File: config.mk
export PLATFORM = sky130hd
export DESIGN_NAME = cim_bitserial_ctrl_flat
export DESIGN_NICKNAME = d
export VERILOG_FILES = /design/src/rtl/cim_bitserial_ctrl_pkg.sv /design/src/rtl/cim_bitserial_ctrl_if.sv /design/src/rtl/cim_bitserial_ctrl_psum_tree.sv /design/src/rtl/cim_bitserial_ctrl.sv /design/src/flat_wrapper.sv
export SDC_FILE = /design/constraint.sdc
export NUM_CORES = 1
export LEC_CHECK = 0
export CORE_AREA = 2 2 307 309
export CTS_CLUSTER_DIAMETER = 120
export CTS_CLUSTER_SIZE = 12
export DETAILED_ROUTE_END_ITERATION = 7
export DIE_AREA = 0 0 309 311
export PLACE_DENSITY = 0.6
export SLEW_MARGIN = 20
export SYNTH_ARGS = -nofsm -noshare
export SYNTH_HDL_FRONTEND = slang
export SYNTH_HIERARCHICAL = 1
export SYNTH_SLANG_ARGS = --single-unit
File: constraint.sdc
create_clock -name clk -period 12 [get_ports clk]
set_clock_uncertainty 0.05 [all_clocks]
set_input_delay 1.8 -clock clk [delete_from_list [all_inputs] [get_ports clk]]
set_output_delay 1.8 -clock clk [all_outputs]
set_load 0.05 [all_outputs]
File: src/rtl/cim_bitserial_ctrl_pkg.sv
// Shared constants, state encoding and helpers for the bit-serial CIM sequencer.
package cim_pkg;

  localparam int CIM_ROWS   = 36;
  localparam int CIM_WBITS  = 8;
  localparam int CIM_PSUM_W = 14;

  typedef enum logic [1:0] {IDLE, COMPUTE, DONE} cim_state_t;

  typedef logic [CIM_WBITS-1:0] cim_word_t;

  // Number of nodes entering a given level of a pairwise reduction tree.
  function automatic int tree_level_count(input int leaves, input int level);
    int n;
    n = leaves;
    for (int k = 0; k < level; k++) n = (n + 1) / 2;
    return n;
  endfunction

endpackage

File: src/rtl/cim_bitserial_ctrl_if.sv
// Activation-in / result-out valid-ready channel of the CIM sequencer.
interface cim_bitserial_ctrl_if #(
  parameter int ROWS  = cim_pkg::CIM_ROWS,
  parameter int ABITS = 4,
  parameter int ACC_W = 18
);
  logic                    in_valid;
  logic                    in_ready;
  logic [ROWS*ABITS-1:0]   act;
  logic                    out_valid;
  logic                    out_ready;
  logic [ACC_W-1:0]        result;

  modport master (
    output in_valid, act, out_ready,
    input  in_ready, out_valid, result
  );

  modport slave (
    input  in_valid, act, out_ready,
    output in_ready, out_valid, result
  );
endinterface

File: src/rtl/cim_bitserial_ctrl_psum_tree.sv
// Combinational balanced adder tree summing ROWS unsigned array products per bit-plane.
module cim_psum_tree
  import cim_pkg::*;
#(
  parameter int ROWS   = CIM_ROWS,
  parameter int WBITS  = CIM_WBITS,
  parameter int PSUM_W = CIM_PSUM_W
) (
  input  logic [ROWS*WBITS-1:0] prod,
  output logic [PSUM_W-1:0]     psum
);

  localparam int LEVELS = $clog2(ROWS);

  for (genvar l = 0; l < LEVELS; l++) begin : g_lvl
    localparam int N_IN  = tree_level_count(ROWS, l);
    localparam int N_OUT = (N_IN + 1) / 2;

    logic [PSUM_W-1:0] src [N_IN];
    logic [PSUM_W-1:0] sum [N_OUT];

    if (l == 0) begin : g_leaf
      for (genvar i = 0; i < N_IN; i++) begin : g_in
        assign src[i] = PSUM_W'(prod[i*WBITS +: WBITS]);
      end
    end else begin : g_link
      for (genvar i = 0; i < N_IN; i++) begin : g_in
        assign src[i] = g_lvl[l-1].sum[i];
      end
    end

    // An odd node at the end of a level passes straight through.
    for (genvar i = 0; i < N_OUT; i++) begin : g_node
      if (2*i + 1 < N_IN) begin : g_add
        assign sum[i] = src[2*i] + src[2*i+1];
      end else begin : g_pass
        assign sum[i] = src[2*i];
      end
    end
  end

  assign psum = g_lvl[LEVELS-1].sum[0];

endmodule

File: src/rtl/cim_bitserial_ctrl.sv
// Bit-serial sequencer for the NOR compute-in-memory array: weight store, plane streaming, shift-accumulate.
// Build option CIM_SIGNED_ACT_EN: two's-complement activations (MSB plane subtracts).
//
// state   | meaning
// IDLE    | accepting weight writes and a new activation vector
// COMPUTE | driving one activation bit-plane per cycle, LSB first
// DONE    | result held until the consumer takes it
module cim_bitserial_ctrl
  import cim_pkg::*;
#(
  parameter int ROWS  = CIM_ROWS,
  parameter int WBITS = CIM_WBITS,
  parameter int ABITS = 4,
  parameter int ACC_W = 18
) (
  input  logic                   clk,
  input  logic                   rst_n,
  input  logic                   w_we,
  input  logic [5:0]             w_addr,
  input  logic [WBITS-1:0]       w_data,
  cim_bitserial_ctrl_if.slave    bus,
  output logic                   busy,
  output logic [ROWS-1:0]        cim_a,
  output logic [ROWS*WBITS-1:0]  cim_w,
  input  logic [ROWS*WBITS-1:0]  cim_p
);

  localparam int PSUM_W  = $clog2(ROWS * ((1 << WBITS) - 1) + 1);
  localparam int PLANE_W = (ABITS > 1) ? $clog2(ABITS) : 1;
  localparam logic [PLANE_W-1:0] LAST_PLANE = PLANE_W'(ABITS - 1);
  localparam logic [5:0]         ROW_LIMIT  = 6'(ROWS);

  cim_state_t            state, state_next;
  logic                  accept;
  logic                  last_plane;
  logic                  wr_en;
  logic [PLANE_W-1:0]    plane;
  logic [ROWS*ABITS-1:0] act_sr;
  logic [ACC_W-1:0]      acc, acc_next, shifted, result_q;
  logic [PSUM_W-1:0]     psum;
  cim_word_t             wreg [ROWS];

  always_ff @(posedge clk) begin
    if (!rst_n) state <= IDLE;
    else        state <= state_next;
  end

  always_comb begin
    state_next    = state;
    bus.in_ready  = 1'b0;
    bus.out_valid = 1'b0;
    busy          = 1'b0;
    accept        = 1'b0;
    unique case (state)
      IDLE: begin
        bus.in_ready = 1'b1;
        if (bus.in_valid) begin
          accept     = 1'b1;
          state_next = COMPUTE;
        end
      end
      COMPUTE: begin
        busy = 1'b1;
        if (last_plane) state_next = DONE;
      end
      DONE: begin
        busy          = 1'b1;
        bus.out_valid = 1'b1;
        if (bus.out_ready) state_next = IDLE;
      end
      default: state_next = IDLE;
    endcase
  end

  assign last_plane = (plane == LAST_PLANE);
  assign wr_en      = w_we && (state == IDLE) && (w_addr < ROW_LIMIT);
  assign shifted    = ACC_W'(psum) << plane;

`ifdef CIM_SIGNED_ACT_EN
  // The MSB plane of a two's-complement activation carries negative weight.
  assign acc_next = last_plane ? (acc - shifted) : (acc + shifted);
`else
  assign acc_next = acc + shifted;
`endif

  always_ff @(posedge clk) begin
    if (!rst_n) begin
      for (int i = 0; i < ROWS; i++) wreg[i] <= '0;
      act_sr   <= '0;
      acc      <= '0;
      plane    <= '0;
      result_q <= '0;
    end else begin
      if (wr_en) wreg[w_addr] <= w_data;
      if (accept) begin
        act_sr <= bus.act;
        acc    <= '0;
        plane  <= '0;
      end else if (state == COMPUTE) begin
        for (int i = 0; i < ROWS; i++)
          act_sr[i*ABITS +: ABITS] <= act_sr[i*ABITS +: ABITS] >> 1;
        acc   <= acc_next;
        plane <= plane + 1'b1;
        if (last_plane) result_q <= acc_next;
      end
    end
  end

  assign bus.result = result_q;

  // Array inputs are active-low; cim_a idles high so every product reads zero.
  for (genvar i = 0; i < ROWS; i++) begin : g_drive
    assign cim_w[i*WBITS +: WBITS] = ~wreg[i];
    assign cim_a[i] = (state == COMPUTE) ? ~act_sr[i*ABITS] : 1'b1;
  end

  cim_psum_tree #(
    .ROWS   (ROWS),
    .WBITS  (WBITS),
    .PSUM_W (PSUM_W)
  ) u_psum_tree (
    .prod (cim_p),
    .psum (psum)
  );

endmodule

File: src/flat_wrapper.sv
// flat-port wrapper written by rule: the top's interface ports become plain ports
module cim_bitserial_ctrl_flat import cim_pkg::*;
#(
  parameter int ROWS  = CIM_ROWS,
  parameter int WBITS = CIM_WBITS,
  parameter int ABITS = 4,
  parameter int ACC_W = 18
)
  (clk, rst_n, w_we, w_addr, w_data, busy, cim_a, cim_w, cim_p, bus_in_valid, bus_act, bus_out_ready, bus_in_ready, bus_out_valid, bus_result);
  cim_bitserial_ctrl_if #(.ROWS(ROWS), .ABITS(ABITS), .ACC_W(ACC_W)) bus_i ();
  input  logic clk;
  input  logic rst_n;
  input  logic w_we;
  input  logic [5:0] w_addr;
  input  logic [WBITS-1:0] w_data;
  output logic busy;
  output logic [ROWS-1:0] cim_a;
  output logic [ROWS*WBITS-1:0] cim_w;
  input  logic [ROWS*WBITS-1:0] cim_p;
  input wire logic [$bits(bus_i.in_valid)-1:0] bus_in_valid;
  input wire logic [$bits(bus_i.act)-1:0] bus_act;
  input wire logic [$bits(bus_i.out_ready)-1:0] bus_out_ready;
  output wire logic [$bits(bus_i.in_ready)-1:0] bus_in_ready;
  output wire logic [$bits(bus_i.out_valid)-1:0] bus_out_valid;
  output wire logic [$bits(bus_i.result)-1:0] bus_result;
  assign bus_i.in_valid = bus_in_valid;
  assign bus_i.act = bus_act;
  assign bus_i.out_ready = bus_out_ready;
  assign bus_in_ready = bus_i.in_ready;
  assign bus_out_valid = bus_i.out_valid;
  assign bus_result = bus_i.result;
  cim_bitserial_ctrl #(.ROWS(ROWS), .WBITS(WBITS), .ABITS(ABITS), .ACC_W(ACC_W)) u_core (.clk(clk), .rst_n(rst_n), .w_we(w_we), .w_addr(w_addr), .w_data(w_data), .bus(bus_i), .busy(busy), .cim_a(cim_a), .cim_w(cim_w), .cim_p(cim_p));
endmodule
# ---- After elaboration in Yosys (flattened, before gate mapping)
# Memories as Yosys holds them, arrays and structs flattened.
# Index checks and enable logic that the tools add are counted.
# W data, S select, Z words.
dict set report classes {
  n_div 0
  addsub 37
  n_mux 54
  eq_ne 6
  order_cmp 1
  multipliers 0
  bitwise 74
  shifts 1
  n_reduce_logical 9
}
# cell n
set ops {}
lappend ops {{$mux W144} 2}
lappend ops {{$not A8 Y8} 36}
lappend ops {{$add A8 B8 Y9} 18}
lappend ops {{$add A9 B9 Y10} 8}
lappend ops {{$mux W1} 46}
lappend ops {{$not A1 Y1} 38}
lappend ops {{$add A10 B10 Y11} 3}
lappend ops {{$add A14 B10 Y14} 2}
lappend ops {{$add A18 B18 Y18} 1}
lappend ops {{$shl A14 B2 Y18} 1}
lappend ops {{$add A14 B11 Y14} 1}
lappend ops {{$add A14 B12 Y14} 1}
lappend ops {{$add A14 B9 Y14} 1}
lappend ops {{$add A11 B11 Y12} 1}
lappend ops {{$mux W8} 1}
lappend ops {{$reduce_or A8 Y1} 1}
lappend ops {{$lt A6 B6 Y1 const B} 1}
lappend ops {{$mux W2} 3}
lappend ops {{$mux W6} 1}
lappend ops {{$pmux W2 S3} 1}
lappend ops {{$reduce_and A3 Y1} 2}
lappend ops {{$eq A2 B2 Y1 const B} 2}
lappend ops {{$ne A2 B2 Y1 const B} 2}
lappend ops {{$reduce_or A2 Y1} 2}
lappend ops {{6 further kinds} 7}
dict set report totals {
  ff_bits 184
  latchBits 0
  mem_bits_rw 288
  mem_bits_ro 0
  out_inout_bits 345
  word_cells 188
  inputBits 451
  mem_count 1
}
# name words width rd rd_ports_with_merged_regs write_ports line
set mem_list {}
lappend mem_list {u_core.wreg 36 8 36 0 36 cim_bitserial_ctrl.sv:41} ;# cim_word_t wreg [ROWS];

# ---- Longest topological paths before layout
dict set report depth {
  word_depth 8
  mapped_depth 38
  depth_no_buf 37
}

# ---- By module
# Netlist, hierarchy kept.
# mod area_each_um2 instances cells_each
set by_module_without_submodules {}
lappend by_module_without_submodules {cim_bitserial_ctrl 21665.8 1 2033}
lappend by_module_without_submodules {cim_psum_tree 8702.1 1 925}

# ---- Least setup slack after synthesis
# OpenSTA, ideal clock, no wires.
dict set report synth_path {
  path_kind {input -> register}
  startpoint {input port cim_p[257]}
  endpoint {register u_core.result_q[16] (netlist: u_core/bus.result[16])}
  slack_ns 1.064
  t_arrival_ns 10.763
  path_stages 38
  setup_time_ns 0.123
  path_cell_list {inv_1 > fa_1 > inv_1 > fa_1 > ha_1 > fa_1 > a21o_1 > a21oi_1 > o21bai_1 > a21oi_1 > xor2_1 > fa_1 > fa_1 > fa_1 > inv_1 > fa_1 > inv_1 > fa_1 > (+2 left out) > fa_1 > ha_1 > a21oi_1 > o211ai_1 > and3_1 > a21oi_1 > xnor2_1 > mux2_2 > nor2_1 > a21oi_1 > ha_1 > clkbuf_1 > a21o_1 > o221a_2 > a221oi_1 > inv_1 > o21ai_0 > nand3_1}
}
dict set report synth_via {
  elab_chain_len 5
}
# element line
set synth_rtl {}
lappend synth_rtl {{from (decl)} flat_wrapper.sv:19} ;# input logic [ROWS*WBITS-1:0] cim_p;
lappend synth_rtl {{$add A8 B8 Y9} cim_bitserial_ctrl_psum_tree.sv:35} ;# assign sum[i] = src[2*i] + src[2*i+1];
lappend synth_rtl {{$add A9 B9 Y10} cim_bitserial_ctrl_psum_tree.sv:35}
lappend synth_rtl {{$add A14 B10 Y14} cim_bitserial_ctrl_psum_tree.sv:35}
lappend synth_rtl {{via u_core.psum[12]} cim_bitserial_ctrl.sv:40} ;# logic [PSUM_W-1:0] psum;
lappend synth_rtl {{$shl A14 B2 Y18} cim_bitserial_ctrl.sv:77} ;# assign shifted = ACC_W'(psum) << plane;
lappend synth_rtl {{$add A18 B18 Y18} cim_bitserial_ctrl.sv:83} ;# assign acc_next = acc + shifted;
lappend synth_rtl {{to (signal assigned)} cim_bitserial_ctrl.sv:104} ;# if (last_plane) result_q <= acc_next;
lappend synth_rtl {{to (decl)} cim_bitserial_ctrl.sv:39} ;# logic [ACC_W-1:0] acc, acc_next, shifted, result_q;
# The timed path passes the listed nets, and every way through them passes these cells.
# A chain may end at the register's enable or synchronous reset.

# ---- Final worst setup path
dict set report layout_path {
  startpoint {input port cim_p[257]}
  endpoint {register u_core.acc[15]}
}
dict set report layout_via {
  elab_chain_len 5
}
# element line
set layout_rtl {}
lappend layout_rtl {{$add A8 B8 Y9} cim_bitserial_ctrl_psum_tree.sv:35}
lappend layout_rtl {{$add A9 B9 Y10} cim_bitserial_ctrl_psum_tree.sv:35}
lappend layout_rtl {{$add A14 B10 Y14} cim_bitserial_ctrl_psum_tree.sv:35}
lappend layout_rtl {{via u_core.psum[10]} cim_bitserial_ctrl.sv:40}
lappend layout_rtl {{$shl A14 B2 Y18} cim_bitserial_ctrl.sv:77}
lappend layout_rtl {{$add A18 B18 Y18} cim_bitserial_ctrl.sv:83}
lappend layout_rtl {{to (signal assigned)} cim_bitserial_ctrl.sv:102} ;# acc <= acc_next;
lappend layout_rtl {{to (decl)} cim_bitserial_ctrl.sv:39}
# The timed path passes the listed nets, and every way through them passes these cells.

==> impl_metrics.ini <==
[status]
status = finished, final reports clean

[synthesis]
syn_area_per_cell_um2 = 10.3
synth_top_area_cell = edfxtp_1
synth_top_area_frac = 0.285
synthFlopType = edfxtp_1
synth.distinct_cells = 67
syn_inst = 2958
synth_fp_nets = 3756
ys_async_sr_fraction = 0
synth_edf_count = 288
synth_area_leaders = edfxtp_1 28%, fa_1 14%, dfxtp_1 12%
ys_warn_count = 6
syn_area_um2 = 30400
synth_seq_cells = 472
seq_area_frac_synth = 0.406

[floorplan]
start_util = 0.327
die_area_um2 = 96100
io_pins = 796
core_area_um2 = 92800
dieWidth_um = 309
row_count = 112
die_y_um = 311

[route]
antenna_left = 0
vias_per_cell = 4.55
drc = 0
dr.pass1.iters = 5
drt-total-wl_um = 96900
via_count = 22700
wire_per_inst_um = 19.4
drt_iter0_markers = 1125

[clocking]
root_buffer = clkbuf_16
cts_tree = yes
cts.clk_slew.worst_paths_ns = 0.07
post_cts_buffers = 0
insertion_delay_ns = 0.59
hold_buffers = 0
cts_sinks = 472
cts_inserted_buffers = 46
cts-resized-gates = 0
cts_buffer_depth = 3
cts_max_level = 2

[grt]
grt_util_all_layers = 0.194
grt_pass1_wl_um = 141000
antenna_found_initial = 13
grt_max_degree = 123
grt_pass1_vias = 22300
grt_overflow = 0

[worst_hold_path]
min_path_type = reg2reg
hold_path.startpoint = u_core/bus.result[0]$_SDFFE_PN0P_
hold_end = u_core/bus.result[0]$_SDFFE_PN0P_
holdPathStages = 2

[final_layout]
nets = 4505
drive_gt1_frac = 0.0405
area_delta_synth_final_pct = 35.1

[setup_path]
worstPathRequired_ns = 12.47
critPathMaxStageDelay_ns = 0.53
start_kind = primary input
worst_path_max_delay_cell = fa_1
r2r-end = u_core/acc[17]$_SDFFE_PP0P_
worstSetupEndpointType = flip-flop
cp_max_fo = 8
crit_arrival_ns = 11.79
critPathKind = in2reg
r2r_start = u_core/plane[0]$_SDFFE_PP0P_
worst_r2r_path_depth = 8
cp_common_cell = fa_1
reg2reg_slack_ns = 8.43

[timing]
timing.fmax_mhz = 88.3
rsz0062_at_grt = no
timing.slew.headroom = 0.213
setup_violations = 0
worstMarginPinSlew_ns = 1.17
drv_slew = 0
period_needed_ns = 11.33
period_share = 0.944
tns_ns = 0
hold_viol = 0

[placement]
io_buffers = 795
gp_congestion = 0.897
place_hpwl_um = 76600

[run]
drv_cap = 0
-- metal layers --
| metal | wire length, µm | track usage | part of all wire |
|---|---|---|---|
| met1 | 39800 | 0.240 | 0.41 |
| met2 | 50000 | 0.352 | 0.52 |
| met3 | 5180 | 0.0298 | 0.053 |
| met4 | 1850 | 0.0458 | 0.019 |
| met5 | 27 | 0 | 0.00028 |
-- cell usage after synthesis, types with 10 or more instances --
cell type	n
o21bai_1	21
nand3_1	42
and2_1	291
a21boi_0	51
xor2_1	18
nand3b_1	44
edfxtp_1	288
mux2i_1	128
dfxtp_1	184
a21o_1	24
fa_1	205
nor2_2	31
nor2_1	47
nor2b_1	15
buf_2	15
nor3_1	12
ha_1	142
or3_1	12
o21ai_0	85
nor3b_1	14
o21ai_1	10
inv_1	603
nand2_1	225
xnor2_1	50
o211a_1	110
a21oi_1	62
a211oi_1	22
clkbuf_1	104
-- layout make-up --
cell class	instances	area, µm²
fillers	8961	51800
multi-input cells	1756	15300
flip-flops and latches	472	12300
repair buffers	828	8210
inverters	603	2260
well taps	1254	1570
clock buffers	62	1210
clock inverters	6	101
diodes	11	27.5
-- registers in the layout, indices dropped and copies added (netlist names) --
name               count
u_core/act_sr        144
u_core/bus.result     18
u_core/wreg          288
u_core/plane           2
u_core/state           2
u_core/acc            18
-- layout by cell type, fill, tap and decap left out, types with 42 or more instances in the layout --
master	count
o21ai_0	66
clkdlybuf4s50_1	794
nand2_1	224
nand3_1	42
o211a_1	110
a21oi_1	62
dfxtp_1	184
nor2_1	47
edfxtp_1	288
ha_1	141
nand3b_1	44
and2_1	290
mux2i_1	128
inv_1	603
fa_1	205
xnor2_1	50
clkbuf_16	46
a21boi_0	51
-- logic make-up (layout without fill, tap and decap cells) --
logic type | after synthesis | after routing | synth area share
and+or+nand+nor | 767 | 767 | 0.136
buffers and inverters | 730 | 1499 | 0.0908
DFF | 472 | 472 | 0.406
AOI/OAI and AO/OA | 439 | 439 | 0.107
adders and majority gates | 347 | 347 | 0.194
muxes | 134 | 134 | 0.0463
xor gates and xnor gates | 69 | 69 | 0.0201
other | 0 | 11 | 0
-- how the worst max path moves through the flow --
stage	start	to	slack, ns	cells past startpoint
after floorplan	cim_p[257]	u_core/bus.result[16]$_SDFFE_PN0P_	1.06	38
after global placement	cim_p[257]	u_core/acc[17]$_SDFFE_PP0P_	0.24	39
after detailed placement	cim_p[257]	u_core/acc[17]$_SDFFE_PP0P_	0.09	39
after CTS	cim_p[257]	u_core/acc[17]$_SDFFE_PP0P_	0.72	39
after global routing	cim_p[257]	u_core/acc[17]$_SDFFE_PP0P_	0.03	39
final	cim_p[257]	u_core/acc[15]$_SDFFE_PP0P_	0.67	37
-- metrics by stage --
step / setup WS, ns / instances / util / hold slack, ns / area (µm²)
floorplan: 1.06 / 2958 / - / 0.404 / 30400
global placement: 0.244 / 4913 / 0.428 / 0.404 / 39700
detailed placement: 0.0912 / 4913 / 0.428 / 0.407 / 39700
CTS: 0.720 / 4981 / 0.442 / 0.417 / 41000
global route: 0.0285 / 4992 / 0.442 / 0.433 / 41000
finish: 0.675 / 4992 / 0.442 / 0.411 / 41000
-- critical path, delay by kind of cell --
family          cells  cell delay [ns]
compound gates     11             2.24
xor+xnor            2             0.37
buf+inv             6             0.74
simple gates        3             0.57
fa+ha+maj          13             5.76
mux                 2             0.31
Power is left out: the tool's default activity adds up to more than one toggle a clock period on the data nets, which glitch-free logic cannot reach.
